File: config.mk
export PLATFORM = sky130hd
export DESIGN_NAME = srl_tap_delay
export DESIGN_NICKNAME = d
export VERILOG_FILES = /design/src/rtl/srl_pkg.sv /design/src/rtl/srl_tap_core.sv /design/src/rtl/srl_tap_delay.sv
export SDC_FILE = /design/constraint.sdc
export NUM_CORES = 1
export LEC_CHECK = 0
export CAP_MARGIN = 10
export CORE_MARGIN = 1
export CORE_UTILIZATION = 56
export CTS_CLUSTER_SIZE = 24
export DETAILED_ROUTE_END_ITERATION = 8
export PLACE_DENSITY = 0.85
export SYNTH_ARGS = -nofsm -noshare
export SYNTH_HDL_FRONTEND = slang
export SYNTH_HIERARCHICAL = 1
export SYNTH_SLANG_ARGS = --single-unit
File: constraint.sdc
create_clock -name clk -period 3.35 [get_ports clk]
set_input_delay 0.67 -clock clk [delete_from_list [all_inputs] [get_ports clk]]
set_output_delay 0.67 -clock clk [all_outputs]
set_load 0.02 [all_outputs]
File: src/rtl/srl_pkg.sv
// Shared constants and helpers for the SRL tap delay line.
package srl_pkg;

  localparam int unsigned SRL_DEPTH_MIN = 16;
  localparam int unsigned SRL_DEPTH_MAX = 1024;

  // Ceiling log2; exact for the power-of-two depths this block accepts.
  function automatic int unsigned srl_log2(input int unsigned v);
    int unsigned r;
    r = 0;
    for (int unsigned i = 0; i < 32; i++) begin
      if ((32'd1 << i) < v) r = i + 1;
    end
    return r;
  endfunction

  function automatic bit srl_depth_ok(input int unsigned v);
    return (v >= SRL_DEPTH_MIN) && (v <= SRL_DEPTH_MAX) && ((v & (v - 1)) == 0);
  endfunction

endpackage

File: src/rtl/srl_tap_core.sv
// Unreset WIDTH x DEPTH shift storage with combinational tap read(s).
// Second read port present when SRL_TAP_DELAY_DUAL_TAP_EN is defined.
module srl_tap_core
  import srl_pkg::*;
#(
  parameter int unsigned WIDTH = 8,
  parameter int unsigned DEPTH = 128
) (
  input  logic                        clk,
  input  logic                        ce,
  input  logic [WIDTH-1:0]            d,
  input  logic [srl_log2(DEPTH)-1:0]  a,
  output logic [WIDTH-1:0]            tap_a
`ifdef SRL_TAP_DELAY_DUAL_TAP_EN
  ,
  input  logic [srl_log2(DEPTH)-1:0]  b,
  output logic [WIDTH-1:0]            tap_b
`endif
);

  logic [WIDTH-1:0] mem_q [DEPTH];
  logic [WIDTH-1:0] mem_d [DEPTH];

  always_comb begin
    mem_d = mem_q;
    if (ce) begin
      mem_d[0] = d;
      for (int unsigned i = 1; i < DEPTH; i++) begin
        mem_d[i] = mem_q[i-1];
      end
    end
  end

  // No reset on purpose: keeps the storage mappable to SRL primitives.
  always_ff @(posedge clk) begin
    mem_q <= mem_d;
  end

  assign tap_a = mem_q[a];

`ifdef SRL_TAP_DELAY_DUAL_TAP_EN
  assign tap_b = mem_q[b];
`endif

endmodule

File: src/rtl/srl_tap_delay.sv
// Variable-tap delay line: fill tracking, stale-data masking, registered taps.
// Define SRL_TAP_DELAY_DUAL_TAP_EN to add the independent second tap (b/z/zvld).
module srl_tap_delay
  import srl_pkg::*;
#(
  parameter int unsigned WIDTH = 8,
  parameter int unsigned DEPTH = 128
) (
  input  logic                        clk,
  input  logic                        rst,
  input  logic                        ce,
  input  logic [WIDTH-1:0]            d,
  input  logic [srl_log2(DEPTH)-1:0]  a,
  output logic [WIDTH-1:0]            y,
  output logic                        vld
`ifdef SRL_TAP_DELAY_DUAL_TAP_EN
  ,
  input  logic [srl_log2(DEPTH)-1:0]  b,
  output logic [WIDTH-1:0]            z,
  output logic                        zvld
`endif
);

  localparam int unsigned AW = srl_log2(DEPTH);
  localparam logic [AW:0] FILL_MAX = (AW+1)'(DEPTH);

  if (!srl_depth_ok(DEPTH)) begin : g_bad_depth
    $error("srl_tap_delay: DEPTH must be a power of two in 16..1024");
  end

  logic [WIDTH-1:0] tap_a;
  logic [AW:0]      fill_q, fill_d;
  logic [WIDTH-1:0] y_q, y_d;
  logic             vld_q, vld_d;
  logic             hit_a;

`ifdef SRL_TAP_DELAY_DUAL_TAP_EN
  logic [WIDTH-1:0] tap_b;
  logic [WIDTH-1:0] z_q, z_d;
  logic             zvld_q, zvld_d;
  logic             hit_b;
`endif

  srl_tap_core #(
    .WIDTH (WIDTH),
    .DEPTH (DEPTH)
  ) u_core (
    .clk   (clk),
    .ce    (ce),
    .d     (d),
    .a     (a),
    .tap_a (tap_a)
`ifdef SRL_TAP_DELAY_DUAL_TAP_EN
    ,
    .b     (b),
    .tap_b (tap_b)
`endif
  );

  // Shift is never gated by rst; only fill and outputs clear.
  always_comb begin
    fill_d = fill_q;
    if (ce && (fill_q != FILL_MAX)) fill_d = fill_q + (AW+1)'(1);

    hit_a = ({1'b0, a} < fill_q);
    y_d   = hit_a ? tap_a : '0;
    vld_d = hit_a;

    if (rst) begin
      fill_d = '0;
      y_d    = '0;
      vld_d  = 1'b0;
    end
  end

`ifdef SRL_TAP_DELAY_DUAL_TAP_EN
  always_comb begin
    hit_b  = ({1'b0, b} < fill_q);
    z_d    = hit_b ? tap_b : '0;
    zvld_d = hit_b;
    if (rst) begin
      z_d    = '0;
      zvld_d = 1'b0;
    end
  end
`endif

  always_ff @(posedge clk) begin
    fill_q <= fill_d;
    y_q    <= y_d;
    vld_q  <= vld_d;
`ifdef SRL_TAP_DELAY_DUAL_TAP_EN
    z_q    <= z_d;
    zvld_q <= zvld_d;
`endif
  end

  assign y   = y_q;
  assign vld = vld_q;
`ifdef SRL_TAP_DELAY_DUAL_TAP_EN
  assign z    = z_q;
  assign zvld = zvld_q;
`endif

endmodule

==> flow_summary.toml <==
[clock_network]
cts_sinks = 1041
clkTransAtPathRegs_ns = 0.07
clk_latency_ns = 0.67
clockRootBuffer = "clkbuf_16"
cts_tree = "done"
clockBufferDepth = 3
hold_buffers = 0
cts_inserted_buffers = 99
h-tree-depth = 3
postCtsResizedCells = 0
cts_setup_buffers = 0

[setup_path]
worst_setup_path_end_kind = "flip-flop"
reg2reg_from = "u_core/mem_q[26]"
start_kind = "input port"
crit_chain = "buf_8 > buf_12 > buf_4 > mux4_2 > mux4_2 > mux4_2 > mux2_2 > inv_1 > a211oi_1"
path_common_cell = "mux4_2"
crit_slowest_cell = "mux4_2"
cp_max_fo = 10
reg2regPathDepth = 6
critPathMaxStageDelay_ns = 0.56
r2r_setup_slack_ns = 0.65
cp.arrival_ns = 3.38
r2r_end = "y[2]"
critPathKind = "in -> reg"
required_ns = 3.88

[detailed_routing]
drc = 0
vias = 18000
wire_per_inst_um = 32.8
drt_iter0_markers = 2555
vias_per_cell = 6.69
ant_nets = 0
dr.pass1.iters = 5
wl_mm = 88.5

[sta]
slew_viol_final = 0
finalSetupViolations = 0
worst_pin_slew_ns = 0.689
layout_min_cycle_time_ns = 2.85
rsz0062_at_grt = "false"
setup_tns_ns = 0
hold_viol_final = 0
fmax_ghz = 0.351
slew_headroom = 0.541
fin_crit_sh = 0.851
skew_ns = 0.0356

[grt]
first_global_vias = 19200
overflow = 0
grt_max_degree = 122
grt_pass1_wl_mm = 132
antenna_found_initial = 0
track_usage = 0.256

[worst_hold_path]
hold_class = "reg -> reg"
holdCritStartpoint = "u_core/mem_q[973]"
min_delay_worst_endpoint = "u_core/mem_q[965]"
holdPathStages = 0

[synth]
yosysWarnings = 6
ys_seq_area_frac = 0.785
yosysTopAreaCell = "edfxtp_1"
syn_nets = 1564
syn_inst = 1538
avgSynthCellArea_um2 = 25.7
yosysTopAreaCellShare = 0.777
synth_area_leaders = "edfxtp_1 78%, mux4_2 19%, dfxtp_1 0.86%"
ys_seq_elements = 1041
ys_types = 32
syn-cell-area_um2 = 39600

[floorplan]
chipWidth_um = 268
coreArea_um2 = 70000
pin_count = 27
row_count = 97
die_h_um = 268
initial_core_util = 0.565
die_area_um2 = 71700

[final_layout]
layout_common_cells = "1024 x edfxtp_1, 336 x mux4_2, 100 x clkbuf_16"
drive_above_1_share = 0.334
n_fill_cell = 4125
layout.nets = 1698
area.growth.synth_to_final_pct = 13.8
layout_commonest_cell = "edfxtp_1"
final_cells = 2697
diodes = 0

[power_and_ir_drop]
cellInternalPower_mw = 22.4
swShare = 0.220
p_leak_nw = 14.8
ir_drop_v = 0.000518
pwr-share-comb = 0.061
switching_power_mw = 6.32
power_density_nw_per_um2 = 637
p_seq_frac = 0.546
p_clk_frac = 0.393

[job]
cap_violations = 0

[placed_design]
dp.cells = 2511
finalWeightedCongestion = 0.777
dp_hpwl_mm = 46.1
portBuffers = 26

[status]
status = "finished, final reports clean"
## Yosys cell counts
| master | n |
|---|---|
| nor3_1 | 2 |
| or4_1 | 1 |
| buf_4 | 4 |
| edfxtp_1 | 1024 |
| o21ai_0 | 2 |
| nand4_1 | 2 |
| nor2b_1 | 1 |
| o21ai_1 | 1 |
| dfxtp_1 | 17 |
| inv_1 | 18 |
| mux4_2 | 336 |
| a21oi_1 | 5 |
| or3_1 | 2 |
| clkbuf_1 | 29 |
| nand3_1 | 2 |
| or4b_1 | 1 |
| nor2_1 | 5 |
| nand2b_1 | 1 |
| o41a_1 | 1 |
| buf_6 | 3 |
| xnor2_1 | 3 |
| mux2i_1 | 1 |
| ha_1 | 8 |
| a211oi_1 | 9 |
| nor4_1 | 1 |
| o221ai_1 | 1 |
| nand2_1 | 7 |
| mux2_4 | 1 |
| buf_1 | 20 |
| buf_2 | 21 |
| o31ai_1 | 1 |
| mux2_2 | 8 |
## final cells by class
| class | instances | area, µm² | area share |
|---|---|---|---|
| Clock buffer | 132 | 2720 | 0.0605 |
| Clock inverter | 54 | 531 | 0.0118 |
| Inverter | 18 | 67.6 | 0.00150 |
| Multi-Input combinational cell | 402 | 8070 | 0.179 |
| Sequential cell | 1041 | 31100 | 0.690 |
| Tap cell | 940 | 1180 | 0.0261 |
| Timing Repair Buffer | 110 | 1370 | 0.0305 |
## registers in the layout (all words and copies together), names as in the netlist
name and flops:
fill_q 8, u_core/mem_q 1024, vld 1, y 8
## power groups by stage
stage | sequential (mW) | combinational, mW | clock (mW)
floorplan | 15.6 | 1.01 | 0
global placement | 15.7 | 1.61 | 0
detailed placement | 15.8 | 1.70 | 0
CTS | 15.6 | 1.77 | 11.4
global route | 15.7 | 1.84 | 11.9
finish | 15.6 | 1.76 | 11.3
## per-stage QoR
stage	hold WS [ns]	instance area (µm²)	setup slack [ns]	total power, mW	utilization
after floorplan	0.421	39600	0.0841	16.6	-
after global placement	0.424	41800	-0.00772	17.3	0.597
after detailed placement	0.428	41800	-0.0712	17.5	0.597
after CTS	0.437	45000	0.550	28.8	0.643
after global routing	0.440	45000	0.438	29.4	0.643
final	0.435	45000	0.500	28.7	0.643
## routing by layer
| metal | share of wire | wire length, µm | up-vias | track usage |
|---|---|---|---|---|
| met5 | 0 | 0 | - | 0 |
| met4 | 0.038 | 3350 | 0 | 0.0973 |
| met3 | 0.086 | 7570 | 248 | 0.0542 |
| met2 | 0.52 | 45900 | 1201 | 0.432 |
| met1 | 0.36 | 31700 | 9574 | 0.331 |
| li1 | - | - | 7025 | - |
## critical path, delay by kind of cell
kind / cells / cell delay, ns
buffers and inverters: 4 / 0.71
AOI/OAI and AO/OA: 1 / 0.09
muxes: 4 / 1.89
## how the worst max path moves through the flow
stage	from	to	slack, ns	depth (start not counted)
finish	a[0]	y[2]	0.50	9
CTS	a[0]	y[0]	0.55	8
global placement	a[0]	y[2]	-0.008	9
detailed placement	a[0]	y[2]	-0.07	9
global route	a[0]	y[0]	0.44	8
floorplan	a[0]	y[0]	0.08	8
## logic make-up after synthesis
kind of cell	after synthesis	synth area share
muxes	346	0.194
xor gates and xnor gates	3	0.000664
buffers and inverters	95	0.0106
AOI/OAI and AO/OA	20	0.00341
DFF	1041	0.785
adders and majority gates	8	0.00253
and+or+nand+nor	25	0.00319
Power figures use the tool's default switching activity.
==> variant 1: new RTL, config.mk and constraints unchanged <==
`DEPTH` is set to 128 in 2 places; all go to 64.
--- a/src/rtl/srl_tap_core.sv
+++ b/src/rtl/srl_tap_core.sv
@@ -5,5 +5,5 @@
 #(
   parameter int unsigned WIDTH = 8,
-  parameter int unsigned DEPTH = 128
+  parameter int unsigned DEPTH = 64
 ) (
   input  logic                        clk,
--- a/src/rtl/srl_tap_delay.sv
+++ b/src/rtl/srl_tap_delay.sv
@@ -5,5 +5,5 @@
 #(
   parameter int unsigned WIDTH = 8,
-  parameter int unsigned DEPTH = 128
+  parameter int unsigned DEPTH = 64
 ) (
   input  logic                        clk,
Interface: changed (resized a); port bits go from 27 to 26. No check against the original RTL was run, so the function may have changed too.
==> variant 1 against the unedited design <==
The run now ends with DRC left. Die area fell by 48%. Area after synthesis shrank 48%. Non-clock buffer count shrank 50. Design area shrank 49%. Utilization is 0.33 points higher. Sequential cell count down 513. Global-route usage fell by 3.6 points. Synthesized cell count shrank 40%. Clock power is 48% lower. Worst setup slack gained 0.34 ns. Clock skew fell by 0.023 ns. Wire length is 56% lower. Total power fell by 49%. Critical path type unchanged. Critical endpoint is now y[0]. Largest power group unchanged.
==> variant 1: results (changes against the unedited design) <==
dpl-instance-area_sq_um: 21300  # was 41800 sq um
port_buffers: 25  # was 26
ctsResizeCount: 0  # unchanged
cts_max_level: 2  # was 3
r2r_start: "u_core/mem_q[232]"  # was u_core/mem_q[26]
route.vias.total: 9775  # was 18000
setup_viol: 0  # unchanged
synth_common_cells: "512 x edfxtp_1, 127 x mux4_2, 28 x a21oi_1"  # was 1024 x edfxtp_1, 336 x mux4_2, 29 x clkbuf_1
rr_worst_depth: 7  # was 6
regMostFlops: "u_core/mem_q"  # unchanged
drtIter0Drc: 1090  # was 2555
yosysSeqAreaShare_pct: 77.0  # was 78.5%
insertion_delay_ns: 0.57  # was 0.67 ns
min-delay-start: "u_core/mem_q[428]"  # was u_core/mem_q[973]
routedWlPerCell_um: 26.3  # was 32.8 um
clkTransAtPathRegs_ns: 0.06
crit_arrival_ns: 3.00  # was 3.38 ns
grt_pass1_vias: 10000  # was 19200
violations: "DRC"
cellLeakagePower_uw: 0.00765  # was 0.0148 uW
yosysWarningCount: 6  # unchanged
clockBufferDepth: 3  # unchanged
status: "finished with violations"  # was finished, final reports clean
reg2reg_to: "y[0]"  # was y[2]
hold_depth: 0  # unchanged
cts_buffers: 51  # was 99
grt_antenna_before_repair: 0  # unchanged
cts_root_buf: "clkbuf_16"  # unchanged
cts_setup_buffers: 0  # unchanged
grt_max_degree: 97  # was 122
critical-path-max-stage-delay_ns: 0.76  # was 0.56 ns
cp_top_family: "compound AO/OA/AOI/OAI gates"  # was multiplexers
min_to: "u_core/mem_q[420]"  # was u_core/mem_q[965]
r2r_slack_ns: 1.19  # was 0.65 ns
largest_reg_flops: 512  # was 1024
critPathMaxFanout: 13  # was 10
drive_gt1_share_pct: 25.5  # was 33.4%
drcViolationCount: 6  # was 0
dp_hpwl_mm: 23.0  # was 46.1 mm
grt_pass1_wl_mm: 60.6  # was 132 mm
synthDistinctLibCells: 51  # was 32
vdd_drop_max_mv: 0.352  # was 0.518 mV
first_pass_iters: 7  # was 5
clock_skew_ns: 0.0127  # was 0.0356 ns
hold_class: "reg2reg"  # unchanged
n_antenna_cell: 0  # unchanged
synth_fp_nets: 946  # was 1564
place_congestion: 0.811  # was 0.777
max-slew-margin-rel_pct: 58.1  # was 54.1%
crit_slowest_cell: "clkdlybuf4s50_1"  # was mux4_2
synth_edf_count: 512  # was 1024
nets: 1010  # was 1698
synthArstFlopShare_pct: 0  # unchanged
synthTopCellsByArea: "edfxtp_1 75%, mux4_2 14%, dfxtp_1 1.6%, mux2_2 0.99%, mux2i_1 0.88%"  # was edfxtp_1 78%, mux4_2 19%, dfxtp_1 0.86%, clkbuf_1 0.28%, buf_2 0.27%
grt_util_all_layers_pct: 22.0  # was 25.6%
[variant 1: changes by cell type after synthesis, sizes merged, moves of 8 or more]
cell    delta
inv        -9
o22ai     +14
buf       -11
o211ai     +8
mux2       +9
mux2i     +17
edfxtp   -512
mux4     -209
clkbuf    -17
a21oi     +23
[variant 1: worst max path at each step]
stage / start / endpoint / slack, ns / cells after the start
floorplan: a[0] / y[3] / 0.94 / 9
global placement: a[0] / y[4] / 0.34 / 9
detailed placement: a[0] / y[4] / 0.31 / 9
CTS: a[0] / y[4] / 0.87 / 9
global route: a[0] / y[4] / 0.75 / 9
finish: a[4] / y[0] / 0.84 / 8
[variant 1: area by class of cell]
cell class | count | area, sq um
Sequential cell | 528 | 15700
Fill cell | 2159 | 12600
Multi-Input combinational cell | 336 | 4380
Clock buffer | 63 | 1360
Timing Repair Buffer | 60 | 642
Tap cell | 461 | 577
Clock inverter | 31 | 348
Inverter | 9 | 33.8
[variant 1: where the power goes]
part	internal (uW)	switching (uW)	leakage, uW
clock	3500	2380	0.000840
sequential	7680	214	0.00514
combinational	420	477	0.00167
total	11600	3070	0.00765
[variant 1: per-layer routing]
layer / GRT usage [%] / up-vias / wire length [um]
met4: 6.72 / 0 / 1000
li1: - / 4046 / -
met3: 4.47 / 81 / 3240
met1: 30.3 / 5130 / 15600
met2: 35.6 / 518 / 19400
met5: 0 / - / 0
[variant 1: logic make-up after synthesis]
logic type	after synthesis	synth area share [%]
buf+inv	58	1.51
fa+ha+maj	7	0.430
xor+xnor	2	0.0859
mux	163	15.9
flops	528	77.0
simple gates	70	2.04
compound gates	94	3.04
[variant 1: per-stage QoR]
step                hold WS (ns)  util [%]  instances  setup WS [ns]
finish                     0.440      64.6       1488          0.844
global placement           0.423      59.8       1394          0.337
floorplan                  0.421         -        922          0.938
detailed placement         0.429      59.8       1394          0.315
global route               0.451      64.6       1488          0.755
CTS                        0.442      64.6       1488          0.871
==> variant 2: new RTL, config.mk and constraints unchanged <==
Made on the original files. Put one more register stage on the output `y`. The value now appears one clock later. The other outputs are not delayed to match.
--- a/src/rtl/srl_tap_delay.sv
+++ b/src/rtl/srl_tap_delay.sv
@@ -96,5 +96,7 @@
   end
 
-  assign y   = y_q;
+  always_ff @(posedge clk) begin
+    y <= y_q;
+  end
   assign vld = vld_q;
 `ifdef SRL_TAP_DELAY_DUAL_TAP_EN
Check against the original RTL: not equivalent (Yosys sat finds a counterexample within 4 cycles, from zero or initial values and one cycle with rst high).
==> variant 2 against the unedited design <==
Worst setup slack worse by 0.019 ns. Highest routed layer unchanged. Critical path type unchanged. Wire length grew 6.4%. Sequential cell count rose by 8. Design area up 0.80%. Via count grew 2.8%. Total power grew 2.9%. Area after synthesis up 0.48%. Hold slack got worse by 0.11 ns.
==> variant 2: results (changes against the unedited design) <==
synth_flop_cell: "edfxtp_1"  # unchanged
overflow: 0  # unchanged
cts_root_buf: "clkbuf_16"  # unchanged
grt_pass1_vias: 19500  # was 19200
pre_cts_ws_ns: -0.0416  # was -0.0712 ns
cts_max_level: 3  # unchanged
place_congestion: 0.783  # was 0.777
clockBufferDepth: 3  # unchanged
synth_fp_nets: 1572  # was 1564
synthDistinctLibCells: 30  # was 32
dpl-instance-area_sq_um: 42000  # was 41800 sq um
tightestPinTransition_ns: 0.697  # was 0.689 ns
n_antenna_cell: 0  # unchanged
cts_buffers: 100  # was 99
cts_setup_buffers: 0  # unchanged
grt_util_all_layers_pct: 26.9  # was 25.6%
nets: 1709  # was 1698
critPathMaxFanout: 18  # was 10
hold_class: "reg2reg"  # unchanged
vdd_drop_max_mv: 0.448  # was 0.518 mV
synth_common_cells: "1024 x edfxtp_1, 336 x mux4_2, 29 x clkbuf_1"  # unchanged
cellLeakagePower_uw: 0.0150  # was 0.0148 uW
avgViaCountPerCell: 6.85  # was 6.69
largest_reg_flops: 1024  # unchanged
first_pass_iters: 6  # was 5
regMostFlops: "u_core/mem_q"  # unchanged
ctsResizeCount: 0  # unchanged
dpl.cell_count: 2521  # was 2511
syn_inst: 1546  # was 1538
grt_pass1_wl_mm: 138  # was 132 mm
insertion_delay_ns: 0.66
dp_hpwl_mm: 47.2  # was 46.1 mm
crit_arrival_ns: 3.39  # was 3.38 ns
yosysWarningCount: 6  # unchanged
drtIter0Drc: 2590  # was 2555
wl_mm: 94.2  # was 88.5 mm
grt_max_degree: 114  # was 122
status: "finished, final reports clean"  # unchanged
stdcell_count: 2708  # was 2697
nFillCells: 4071  # was 4125
synthTopCellsByArea: "edfxtp_1 77%, mux4_2 19%, dfxtp_1 1.3%, clkbuf_1 0.27%, buf_2 0.26%"  # was edfxtp_1 78%, mux4_2 19%, dfxtp_1 0.86%, clkbuf_1 0.28%, buf_2 0.27%
yosysSeqAreaShare_pct: 78.6  # was 78.5%
synth_edf_count: 1024  # unchanged
clock_skew_ns: 0.0396  # was 0.0356 ns
crit_slowest_cell: "mux4_2"  # unchanged
grt_antenna_before_repair: 0  # unchanged
synthArstFlopShare_pct: 0  # unchanged
port_buffers: 26  # unchanged
drive_gt1_share_pct: 33.4  # about the same
critical-path-max-stage-delay_ns: 0.58  # was 0.56 ns
clkTransAtPathRegs_ns: 0.06
cp_top_family: "multiplexers"  # unchanged
-- variant 2: cell count changes in the layout (fill, tap and decap cells not counted), sizes merged, moves of 2 or more --
cell and change:
buf +2, bufinv +5, clkinv -2, clkinvlp -4, dfxtp +8, nand4 +2
-- variant 2: logic make-up after synthesis --
family	share of synthesized area [%]
flip-flops	78.6
XOR/XNOR	0.0441
adder cells (fa/ha/maj)	0.252
buffers and inverters	1.06
AND/OR/NAND/NOR	0.356
multiplexers	19.3
AO/OA/AOI/OAI	0.403
-- variant 2: path summary, 6_finish.rpt --
kind / start / endpoint / slack, ns / cells past startpoint
setup / recovery: a[0] / y_q[2] / 0.48 / 9
hold / removal: y_q[5] / y[5] / 0.33 / 0
setup reg to reg: u_core/mem_q[505] / y_q[1] / 0.64 / 6
hold reg to reg: y_q[5] / y[5] / 0.33 / 0
-- variant 2: per-layer routing --
layer	routed length (um)	share of wire, %	vias up	global-route usage (%)
met2	49500	53	1364	46.4
li1	-	-	7052	-
met3	8020	8.5	275	4.53
met4	4480	4.8	0	12.4
met5	0	0	-	0
met1	32200	34	9867	33.6
-- variant 2: report_power, final --
part           switching [uW]  internal, uW
Sequential                528         15300
Combinational             881           909
Clock                    5010          6910
-- variant 2: worst register-to-register path, delay by kind of cell (launching register included) --
kind | cells | cell delay (ns)
DFF | 1 | 0.49
AOI/OAI and AO/OA | 1 | 0.08
buffers and inverters | 1 | 0.08
muxes | 4 | 1.92
-- variant 2: area by class of cell --
class                   instances  area (sq um)  share of cell area, %
clock inverters                54           584                   1.29
inverters                      18          67.6                  0.149
multi-input cells             402          8100                   17.8
flip-flops and latches       1049         31300                   68.9
clock buffers                 133          2850                   6.27
well taps                     940          1180                   2.59
repair buffers                112          1360                   3.00
